File: src/rtl/output_sig_collector.sv
// output_sig_collector: FIFO-buffered rotate-XOR signature of the datapath result stream
module output_sig_collector #(
  parameter int DATA_W    = 28,
  parameter int SIG_W     = 32,
  parameter int DEPTH     = 4,
  parameter int BLOCK_LEN = 8
) (
  input  logic                       clk,
  input  logic                       rst,
  input  logic                       in_valid,
  output logic                       in_ready,
  input  logic [DATA_W-1:0]          in_data,
  input  logic                       flush,
  output logic                       sig_valid,
  input  logic                       sig_ready,
  output logic [SIG_W-1:0]           sig_data,
  output logic [7:0]                 sig_words,
  output logic [$clog2(DEPTH+1)-1:0] fifo_level
);
  localparam int LW = $clog2(DEPTH + 1);
  localparam int AW = $clog2(DEPTH);
  localparam logic [0:0] ACCUM = 1'b0;
  localparam logic [0:0] EMIT  = 1'b1;
  logic [DATA_W-1:0] mem_q [DEPTH];
  logic [AW-1:0]     wr_ptr_q, rd_ptr_q;
  logic [LW-1:0]     level_q, level_d;
  logic [0:0]        state_q, state_d;
  logic [SIG_W-1:0]  acc_q, acc_d, fold, sig_data_q, sig_data_d;
  logic [7:0]        cnt_q, cnt_d, cnt_inc, sig_words_q, sig_words_d;
  logic              push, pop, close, release_sig;
  assign in_ready   = !rst && (level_q != LW'(DEPTH));
  assign sig_valid  = (state_q == EMIT);
  assign sig_data   = sig_data_q;
  assign sig_words  = sig_words_q;
  assign fifo_level = level_q;
  // Pop/fold while accumulating, close a block on count or flush, reopen on handshake
  always_comb begin
    push        = in_valid && in_ready;
    pop         = (state_q == ACCUM) && (level_q != '0);
    release_sig = (state_q == EMIT) && sig_ready;
    fold        = {acc_q[SIG_W-2:0], acc_q[SIG_W-1]} ^ SIG_W'(mem_q[rd_ptr_q]);
    cnt_inc     = cnt_q + 8'd1;
    close       = (state_q == ACCUM) &&
                  ((pop && cnt_inc == 8'(BLOCK_LEN)) || (flush && (cnt_q != '0 || pop)));
    acc_d       = release_sig ? '0 : pop ? fold : acc_q;
    cnt_d       = release_sig ? '0 : pop ? cnt_inc : cnt_q;
    state_d     = close ? EMIT : release_sig ? ACCUM : state_q;
    sig_data_d  = close ? acc_d : sig_data_q;
    sig_words_d = close ? cnt_d : sig_words_q;
    level_d     = level_q + LW'(push) - LW'(pop);
  end
  // FIFO storage needs no reset; occupancy tracking makes stale entries unreachable
  always_ff @(posedge clk) begin
    if (push) mem_q[wr_ptr_q] <= in_data;
  end
  // Pointers, occupancy, accumulator and signature registers
  always_ff @(posedge clk or posedge rst) begin
    if (rst) begin
      wr_ptr_q    <= '0;
      rd_ptr_q    <= '0;
      level_q     <= '0;
      state_q     <= ACCUM;
      acc_q       <= '0;
      cnt_q       <= '0;
      sig_data_q  <= '0;
      sig_words_q <= '0;
    end else begin
      wr_ptr_q    <= push ? wr_ptr_q + AW'(1) : wr_ptr_q;
      rd_ptr_q    <= pop ? rd_ptr_q + AW'(1) : rd_ptr_q;
      level_q     <= level_d;
      state_q     <= state_d;
      acc_q       <= acc_d;
      cnt_q       <= cnt_d;
      sig_data_q  <= sig_data_d;
      sig_words_q <= sig_words_d;
    end
  end
endmodule

File: config.mk
export PLATFORM = sky130hd
export DESIGN_NAME = output_sig_collector
export DESIGN_NICKNAME = d
export VERILOG_FILES = /design/src/rtl/output_sig_collector.sv
export SDC_FILE = /design/constraint.sdc
export NUM_CORES = 1
export LEC_CHECK = 0
export BUFFER_PORTS_ARGS = -buffer_cell sky130_fd_sc_hd__buf_2
export CAP_MARGIN = 20
export CORE_MARGIN = 3
export CORE_UTILIZATION = 27
export CTS_CLUSTER_SIZE = 8
export DETAILED_ROUTE_END_ITERATION = 10
export PLACE_DENSITY_LB_ADDON = 0.2
export SYNTH_ARGS = -nofsm -noshare
export SYNTH_HDL_FRONTEND = slang
export SYNTH_SLANG_ARGS = --single-unit
File: constraint.sdc
create_clock -name clk -period 3.55 [get_ports clk]
set_clock_uncertainty 0.1 [all_clocks]
set_input_delay 0.355 -clock clk [delete_from_list [all_inputs] [get_ports clk]]
set_output_delay 0.355 -clock clk [all_outputs]
set_load 0.1 [all_outputs]
==> results of run 1 <==
## layout by cell type (no fill, tap or decap), types with 6 or more instances in the layout
cell / count
edfxtp_1: 112
ha_1: 8
buf_4: 11
mux2_4: 40
nand3_1: 30
and3_1: 7
mux4_2: 28
inv_1: 10
xnor2_1: 34
o21ai_0: 34
nand2_1: 20
buf_2: 77
clkbuf_16: 17
dfrtp_1: 86
a21oi_1: 6
## routing by layer
layer	routed length, um	global-route usage, %	share of wire [%]
met3	678	2.99	4.0
met5	25	0	0.15
met1	7180	13.2	42
met4	231	3.19	1.4
met2	8840	19.6	52
## logic make-up (layout without fill, tap and decap cells)
| logic type | count (synthesis) | after routing | synth area share, % |
|---|---|---|---|
| DFF | 200 | 200 | 68.8 |
| and+or+nand+nor | 77 | 77 | 4.95 |
| muxes | 71 | 71 | 15.6 |
| AOI/OAI and AO/OA | 49 | 49 | 3.48 |
| xor gates and xnor gates | 34 | 34 | 3.68 |
| buffers and inverters | 32 | 134 | 2.06 |
| adders and majority gates | 9 | 9 | 1.48 |
## registers in the layout, summed over array words and instances (netlist names)
name and cells:
sig_data 32, sig_words 8, wr_ptr_q 2, rd_ptr_q 2, cnt_q 8, acc_q 32
fifo_level 3, mem_q 112, sig_valid 1
## final cells by class
type                    instances  share of cell area [%]
clock buffers                  17                    4.46
clock inverters                15                    1.60
inverters                      12                   0.498
multi-input cells             240                    24.9
flip-flops and latches        200                    58.3
well taps                     384                    5.03
repair buffers                 90                    5.22
## worst max-delay path by stage
| stage | start | end | slack [ps] | cells past startpoint |
|---|---|---|---|---|
| 2_1_floorplan | fifo_level[0]$_DFF_PP0_ | fifo_level[2]$_DFF_PP0_ | 10 | 11 |
| 3_3_place_gp | fifo_level[1]$_DFF_PP0_ | fifo_level[2]$_DFF_PP0_ | 1140 | 10 |
| 3_5_place_dp | fifo_level[1]$_DFF_PP0_ | fifo_level[2]$_DFF_PP0_ | 1090 | 10 |
| 4_1_cts | rst | fifo_level[2]$_DFF_PP0_ | 1070 | 12 |
| 5_1_grt | rst | fifo_level[2]$_DFF_PP0_ | 980 | 12 |
| 6_report | rst | fifo_level[2]$_DFF_PP0_ | 1070 | 12 |
## per-stage QoR
stage	instances	hold slack [ps]	area, um2
floorplan	472	354	8110
global placement	925	393	8960
detailed placement	925	390	8960
CTS	958	9.29	9550
global route	958	13.3	9550
finish	958	28.3	9550
## what timing repair did
| item | 4_1_cts | 5_1_grt |
|---|---|---|
| gates resized for setup | 0 | 0 |
| hold buffers | 1 | 0 |
| endpoints found under the hold margin | 42 | 0 |
==> flow_results.org, run 1 <==
** CTS
- In this run, CTS created clock tree buffers numbering 17.
- Longest Clk Path Bufs :: 2
- TritonCTS clock tree :: yes
- Clock H-tree levels :: 4
- Root Buffer Master :: clkbuf_16
- Clock slew at reported path FFs :: 80 ps
- The tree built by TritonCTS fans out to 200 sinks.
- Setup repair bufs after CTS :: 0
- At the later pin of the worst-skew pair, clock insertion delay measures roughly 430 ps.

** Routing
- For this run, design rule violations remaining after detail routing come to 0.
- Once detail routing completed, the nets flagged for antenna violations numbered 0.
- Routed len/inst :: around 18 um
- The first detailed-routing pass ran for 4 iterations.
- After the first detailed-routing iteration, the DRC count stood at ~270.
- The routed design has between 15 and 20 mm of wire.
- Number of vias after detailed routing :: approximately 4200
- Dividing the detail-routed via count by the number of cells gives 4.38.

** Cells and area
- Fill count :: 2797
- Layout cell share with drive strength beyond 1 :: a little over a third
- Across the whole layout, storage elements account for about 0.0056 mm2.
- Final #Nets :: 603
- Cells fill between 30% and 40% of the core in the end.
- In the final layout, the multi-input gates occupy approximately 0.0024 mm2.
- From synthesis to final layout, the design area changed by 17.9%.
- The repair_antennas step left the layout with diodes totalling 0.

** Setup path
- For the worst setup path, the data required time is 3790 ps.
- Critical path's slowest cell :: dlygate4sd3_1
- Slack of the worst reg-to-reg path :: 1100 ps
- Largest delay contributor family on the critical path :: buffers and inverters
- Category of the worst setup path capture point :: flop
- Worst reg2reg endpoint :: fifo_level[2]$_DFF_PP0_
- Critical path buffer and inverter count :: 5
- The critical path is of the in -> reg type.
- List of cells traversed by the critical path :: dlygate4sd3_1, buf_2, a21oi_4, and2_1, inv_1, ha_1, inv_1, ha_1, inv_1, fa_1, xnor2_1, xnor2_1
- Most used cell, CP :: inv_1
- On the worst path, the slowest cell contributes a delay of ~550 ps.
- RR Startpoint :: fifo_level[1]$_DFF_PP0_
- STA classifies the critical path startpoint as an input pin.
- Worst Reg-to-Reg Cells :: 10
- Crit path arrival time :: roughly 2700 ps
- Largest fanout of any net on the critical path :: 6

** Synthesis
- A synthesized cell averages about 17 um2.
- By instance count, the leading cell after synthesis is edfxtp_1.
- EDFF count, synth :: around 110
- Post-synthesis instance area :: ~0.0081 mm2
- By area the synthesized netlist is led by edfxtp_1 42%, dfrtp_1 27%, mux4_2 7.8%.
- Ranking of synthesized cells by instance count :: 112 x edfxtp_1, 88 x dfrtp_1, 40 x mux2_4
- Dominant synthesized flop cell :: edfxtp_1
- Leading area contributor after synthesis :: edfxtp_1
- The Yosys step of the flow raised 0 warnings.
- The synthesized netlist contains 36 unique library cells.
- Nets in the synthesized netlist :: 514
- Register bit count reported by yosys :: 200
- Share of the yosys chip area belonging to registers :: between 60% and 70%
- The synthesized design devotes to its leading area cell type about 42% of total area.
- Synth async-reset ratio :: around 44%
- Synthesis produced approximately 470 cells.

** Placed design
- The congestion estimate from routability-driven global placement came to between 0.7 and 0.8.
- In this run the tool buffered the top-level ports with just under 80 buffer cells.
- Before CTS, the worst setup slack after placement is roughly 1100 ps.
- Detailed placement finished with a half-perimeter wire length of 10.6 mm.

** GRT
- Entering global routing, the biggest net connects 62 pins.
- GRT Total Usage :: between 10 and 15%
- The initial antenna violation count was 2.
- Global-route wire length before repair :: 26.3 mm
- The via count of the first global-routing pass came to about 4600.
- After global routing the overflow that remains totals 0.

** STA
- Final number of setup-violating endpoints :: 0
- Slew margin rel. :: around 57%
- Worst-margin pin slew :: ~630 ps
- Min cycle time layout :: roughly 2500 ps
- Fin worst setup slack :: 1070 ps
- Max-slew violation total from the final report :: 0
- Unrepaired setup endpoints after global routing :: false
- The total count of hold-check failures in the final report is 0.
- The worst path uses 69.8% of the clock period.
- Aggregate negative setup slack :: 0 ps
- Static timing analysis puts the maximum clock frequency at 403 MHz.

** Floorplan
- Die Height :: between 150 and 200 um
- DIE AREA :: 0.0321 mm2
- The floorplan has slightly above 60 rows.
- Number of top-level pins :: between 70 and 80
- The die is 179 um wide.
- The initial utilization of the core area, before any placement, comes to 27.8%.
- Std-Cell Core Area :: between 0.02 and 0.03 mm2

** Hold path
- The worst hold path terminates at mem_q[3][9]$_DFFE_PP_.
- The startpoint identified for the worst hold timing path is in_data[9].
- Min-Delay Path Class :: in -> reg
- Number of cells on the worst hold path :: 1

** Run status
- The run finished with clean final reports.

** Flow run
- Count of max-cap constraint violations :: 0
Power of run 1 is not shown: default switching activity piles up to over one toggle a cycle in this logic, so the estimate is an artifact.
==> inputs of run 2 (changes only) <==
==> constraint.sdc (replaced) <==
create_clock -name clk -period 2.1 [get_ports clk]
set_clock_uncertainty 0.1 [all_clocks]
set_input_delay 0.21 -clock clk [delete_from_list [all_inputs] [get_ports clk]]
set_output_delay 0.21 -clock clk [all_outputs]
set_load 0.1 [all_outputs]
==> flow_results.org, run 2 (same netlist as run 1, synthesis figures left out) <==
** Floorplan
- Die Height :: about 180 um
- The core region is between 0.02 and 0.03 mm2.
- The die is between 150 and 200 um wide.
- Starting utilization of the core area :: between 20 and 30%
- Standard-cell row count :: between 60 and 70
- DIE AREA :: 0.0321 mm2
- just under 80 I/O pins were placed.

** Setup path
- Largest fanout of any net on the critical path :: 2
- Among cell families on the critical path, the largest total delay comes from adder cells.
- The critical path in this run is classified as reg -> reg.
- The signal on the critical path passes through or3_4, nand2_4, inv_4, ha_4, inv_4, ha_4, inv_2, fa_2, xnor2_2, xnor2_1.
- The slowest stage of the critical path is the dfrtp_4 cell.
- Worst Reg-to-Reg Cells :: 10
- Slowest stage delay, CP :: approximately 480 ps
- Launching element type of the critical path :: flop
- Critical path buffer and inverter count :: 3
- Required time reported for the critical path endpoint :: 2310 ps
- Category of the worst setup path capture point :: flop
- Crit path arrival time :: about 2500 ps
- Total stage count of the critical path :: 10

** CTS
- Clock H-tree levels :: 4
- Longest Clk Path Bufs :: 2
- Clock slew at reported path FFs :: approximately 70 ps
- TritonCTS built the clock tree.
- Clock sinks :: 200
- The later pin in the worst-skew pair is clocked with a latency of approximately 430 ps.
- TritonCTS created 17 clock buffers.
- The tree is rooted in a clkbuf_16.

** Power and ir drop
- For this design the static power due to leakage is between 4 and 5 nW.
- Switch share :: a little over two fifths
- In this run the power spent charging and discharging nets is 0.00750 W.
- Clock Power Share :: just under 20%
- Int Pwr :: ~0.01 W
- Flop pwr share :: around a third
- Dividing total power by cell area gives a power density of around 1700 mW/mm2.
- Comb pwr share :: 47.9%
- Peak ir drop on the vdd network :: 1.05 mV

** Routing
- Number of vias after detailed routing :: about 4400
- Post-route DRC violation count :: 0
- Routed len/inst :: around 18 um
- Number of detailed-route iterations in the first pass :: 4
- Via/cell ratio :: between 4 and 5
- Total wire length :: 18.3 mm
- After the first detailed-routing iteration, the DRC count stood at around 260.
- The detail route stage leaves a number of antenna-violating nets equal to 0.

** Cells and area
- Leading cell type in the layout, fill and taps excluded :: edfxtp_1
- The register with the most flip-flops in the final layout is mem_q.
- Synthesis-to-finish area growth :: 29.0%
- Core utilization of the finished layout :: a little over a third
- Number of flip-flops in the largest register :: 112
- Leaving out filler cells and counting taps, the final layout contains 1017.
- Number of diodes added for antenna fixing :: 0
- Layout cell share with drive strength beyond 1 :: about 40%
- The finished cells cover between 0.01 and 0.015 mm2.
- The library cells used most frequently in the layout, excluding fill and tap cells, are 112 x edfxtp_1, 82 x dfrtp_1, 76 x buf_2.
- Final #Nets :: ~660

** Placed design
- Port buffer count :: 77
- In this run, placement finished with an instance count of ~950.
- Post-detail-place hpwl :: roughly 11 mm
- Post-Place Cell Area :: around 0.0094 mm2
- Routability-driven placement finished with a final weighted congestion of approximately 0.74.

** STA
- The total count of hold-check failures in the final report was 0.
- For the pin with the worst max-slew slack, the measured transition is roughly 530 ps.
- Derived from the worst setup path, the maximum achievable clock frequency is between 400 and 500 MHz.
- Slew margin rel. :: between 60% and 70%
- Fin worst setup slack :: -147 ps
- Final number of setup-violating endpoints :: 42
- Unrepaired setup endpoints after global routing :: true
- Max-slew violation total from the final report :: 0
- Part of the cycle the worst path needs :: 107%
- Min cycle time layout :: around 2200 ps

** Flow run
- Max-cap violations in this run came to 0.

** GRT
- Initial antenna violation count :: 0
- Via count of the first global-routing pass :: between 4000 and 5000
- Maximum number of pins on one net before global-route repair :: between 40 and 50
- Global-route wire length before repair :: around 28 mm
- Global routing used a little under an eighth of the available tracks.
- Overflow left after global routing :: 0

** Run status
- The checks that failed: setup timing.
- Status :: finished with violations

** Hold path
- The worst hold path belongs to the class in -> reg.
- The worst hold path was traced through 4 stages.
## run 2: layout make-up
class / instances / area (um2)
Clock buffer: 17 / 425
Sequential cell: 200 / 5580
Inverter: 12 / 53.8
Clock inverter: 15 / 191
Timing Repair Buffer: 149 / 1250
Multi-Input combinational cell: 240 / 2460
Fill cell: 2809 / 18700
Tap cell: 384 / 480
## run 2: power by group through the flow
stage	logic (W)	clock network (W)	registers (W)
floorplan	0.00366	0	0.00825
global placement	0.00812	0	0.00574
CTS	0.00832	0.00354	0.00570
finish	0.00838	0.00343	0.00569
global route	0.00897	0.00372	0.00581
detailed placement	0.00819	0	0.00577
## run 2: worst min-delay path, delay by kind of cell
kind | cells | cell delay [ps]
simple gates | 1 | 150
buf+inv | 2 | 220
xor+xnor | 1 | 50
## run 2: metrics by stage
stage | hold WS (ps) | total power, W | setup TNS [ps] | setup WS [ps]
floorplan | 209 | 0.0119 | -41020 | -826
global placement | 147 | 0.0139 | -3160 | -155
detailed placement | 145 | 0.0140 | -4780 | -223
CTS | 123 | 0.0176 | -3050 | -155
global route | 156 | 0.0185 | -7350 | -207
finish | 149 | 0.0175 | -4940 | -147
## run 2: metal layers
metal,track usage (%),vias up,wire (um)
li1,-,2067,-
met1,15.5,2281,8340
met2,19.6,75,9090
met3,3.01,10,653
met4,3.13,0,180
met5,0,-,0
## run 2: timing repair
| action | in CTS | in global routing |
|---|---|---|
| cloned | 0 | 4 |
| buffers inserted | 1 | 1 |
| resized for setup | 5 | 8 |
| hold buffers | 30 | 0 |
| endpoints found under the hold margin | 150 | 0 |
| pin swaps | 8 | 0 |
| setup endpoints to repair | 43 | 42 |
## run 2: final timing paths
kind,startpoint,endpoint,slack (ps)
max,fifo_level[2]$_DFF_PP0_,fifo_level[2]$_DFF_PP0_,-150
min,in_valid,wr_ptr_q[0]$_DFFE_PP0P_,150
max reg2reg,fifo_level[2]$_DFF_PP0_,fifo_level[2]$_DFF_PP0_,-150
min reg2reg,sig_words[4]$_DFFE_PP0P_,sig_words[4]$_DFFE_PP0P_,410
max in group asynchronous,rst,rd_ptr_q[0]$_DFFE_PP0N_,1100
min in group asynchronous,rst,sig_data[12]$_DFFE_PP0P_,250
Power figures use the tool's default switching activity.
==> inputs of run 3 (changes only) <==
--- a/config.mk
+++ b/config.mk
@@ -5,7 +5,7 @@
 export SDC_FILE = /design/constraint.sdc
 export NUM_CORES = 1
 export LEC_CHECK = 0
-export BUFFER_PORTS_ARGS = -buffer_cell sky130_fd_sc_hd__buf_2
+export BUFFER_PORTS_ARGS = -buffer_cell sky130_fd_sc_hd__clkbuf_2
 export CAP_MARGIN = 20
 export CORE_MARGIN = 3
 export CORE_UTILIZATION = 27
==> flow_results.org, run 3 (same netlist as run 1, synthesis figures left out) <==
** CTS
- The tree built by TritonCTS fans out to 200 sinks.
- In this run the clock root is driven by a clkbuf_16.
- Clock H-tree levels :: 4
- Number of buffers created by CTS :: 17
- Insertion delay of the later-clocked pin in the worst-skew pair :: 430 ps
- Clock slew at reported path FFs :: around 80 ps
- TritonCTS built the clock tree.
- Longest Clk Path Bufs :: 2

** Setup path
- At the worst endpoint, the arrival time is approximately 2500 ps.
- At the worst endpoint, the required time is between 2000 and 2500 ps.
- The worst setup path is of the reg -> reg kind.
- Counting cells, the worst reg-to-reg path comes to 10.
- Worst setup path endpoint :: fifo_level[2]$_DFF_PP0_
- RR Startpoint :: fifo_level[2]$_DFF_PP0_
- The critical path starts at fifo_level[2]$_DFF_PP0_.
- The worst setup path is launched from a flop.
- Slack of the worst reg-to-reg path :: -160 ps
- Worst reg2reg endpoint :: fifo_level[2]$_DFF_PP0_
- Largest fanout of any net on the critical path :: 2
- Category of the worst setup path capture point :: flop

** STA
- The total count of hold-check failures in the final report came to 0.
- Slew margin rel. :: around 60%
- At the pin with the least slew margin, the transition time is ~620 ps.
- Final number of setup-violating endpoints :: between 40 and 50
- Across all setup checks in the final design, the least slack found is -163 ps.
- Unrepaired setup endpoints after global routing :: true
- The worst path in the final design needs a cycle of between 2000 and 2500 ps, including I/O delays and setup.
- Max-slew violation total from the final report :: 0
- Based on the critical path, the design can be clocked at up to approximately 440 MHz.
- Part of the cycle the worst path needs :: 108%

** GRT
- Via count of the first global-routing pass :: 4880
- The total overflow left after global routing is 0.
- GRT Total Usage :: a little under an eighth
- Entering global routing, the biggest net connects 37 pins.
- The first global-routing pass estimated about 29 mm of wire.
- The initial antenna violation count was 0.

** Cells and area
- Core utilization of the finished layout :: 35.8%
- Relative to the synthesized area, the layout overhead comes to 28.6%.
- Leading cell type in the layout, fill and taps excluded :: edfxtp_1
- The net count of the finished layout is ~670.
- Commonest non-fill, non-tap cells in the layout :: 112 x edfxtp_1, 82 x dfrtp_1, 76 x clkbuf_2
- Number of diodes added for antenna fixing :: 0
- Largest reg by FF count :: mem_q
- Layout cell share with drive strength beyond 1 :: between 40% and 50%
- Number of flip-flops in the largest register :: ~110

** Power and ir drop
- VDD sags by at most between 1 and 1.5 mV.
- Power per cell area :: 1680 mW/mm2
- In this run the static leakage power is 4.09 nW.

** Floorplan
- Starting utilization of the core area :: 27.8%
- DIE AREA :: ~0.032 mm2
- The region available for standard cell placement spans around 0.029 mm2.
- Die Height :: 179 um
- The initialized floorplan defines 62 standard-cell rows.
- In this run the count of I/O pins placed on the die edge is approximately 80.
- Horizontal extent of the die :: 179 um

** Routing
- Routed len/inst :: ~18 um
- The detailed router placed roughly 4400 vias in this run.
- Dividing the detail-routed via count by the number of cells gives 4.34.
- The detail route stage leaves a number of antenna-violating nets equal to 0.
- In this run, the number of DRC markers left after iteration 0 of detailed routing was 221.
- Post-route DRC violation count :: 0
- Number of detailed-route iterations in the first pass :: 4
- Wires add up to roughly 18 mm.

** Hold path
- Min-Delay Path Class :: in -> reg
- The worst hold path passes through 4 cells.

** Flow run
- Count of max-cap constraint violations :: 0

** Run status
- The checks that failed: setup timing.
- The flow ran to the end, but the final reports show violations.

** Placed design
- Worst setup timing slack at the placement stage :: -225 ps
- Buffers placed on the I/O ports in this run total 77.
- Detailed placement finished with a half-perimeter wire length of around 12 mm.
- At the end of routability-driven placement, the weighted congestion stood at 0.788.
-- run 3: worst min-delay path by stage --
stage,to,slack (ps),from
final,wr_ptr_q[0]$_DFFE_PP0P_,160,in_valid
after global routing,wr_ptr_q[0]$_DFFE_PP0P_,160,in_valid
after CTS,wr_ptr_q[0]$_DFFE_PP0P_,130,in_valid
after detailed placement,fifo_level[2]$_DFF_PP0_,260,rst
after global placement,fifo_level[2]$_DFF_PP0_,280,rst
after floorplan,mem_q[0][0]$_DFFE_PP_,210,in_data[0]
-- run 3: final cells by class --
type | instances | area (um2)
clock buffers | 17 | 425
clock inverters | 15 | 225
fillers | 2783 | 18700
inverters | 12 | 51.3
multi-input cells | 240 | 2440
flip-flops and latches | 200 | 5580
well taps | 384 | 480
repair buffers | 153 | 1210
-- run 3: repair_timing --
action,CTS,global route
resized for setup,2,4
hold endpoints to repair,133,0
gates cloned,0,2
buffers inserted,1,0
hold buffers,30,0
pin swaps,4,1
endpoints found under the setup margin,42,43
-- run 3: routing by layer --
metal  wire (um)  track usage, %  vias to the layer above
met4         221            3.29                        0
met2        9180            20.4                       70
met1        8090            15.0                     2276
met5           0               0                        -
met3         649            3.05                       17
li1            -               -                     2068
-- run 3: critical path, stage by stage (launching register included) --
cell and delay, ps:
dfrtp_4 480, or3_4 410, nand2_4 80, inv_4 40, ha_4 220, inv_2 60, ha_4 120, inv_2 40
fa_2 350, xnor2_2 140, xnor2_1 120
-- run 3: per-stage QoR --
stage                     hold slack, ps  total power [W]  TNS, ps  std cells  area [um2]
final                                160           0.0175    -3500       1021       10400
after detailed placement             263           0.0140    -4350        956        9400
after CTS                            132           0.0177    -3570       1019       10400
after global routing                 157           0.0185    -6570       1021       10400
after global placement               280           0.0139    -3180        956        9400
after floorplan                      209           0.0119   -41020        472        8180
-- run 3: power breakdown --
group	internal (W)	switching, W	total [W]
sequential	0.00516	0.000550	0.00571
clock	0.00178	0.00173	0.00351
combinational	0.00299	0.00526	0.00825
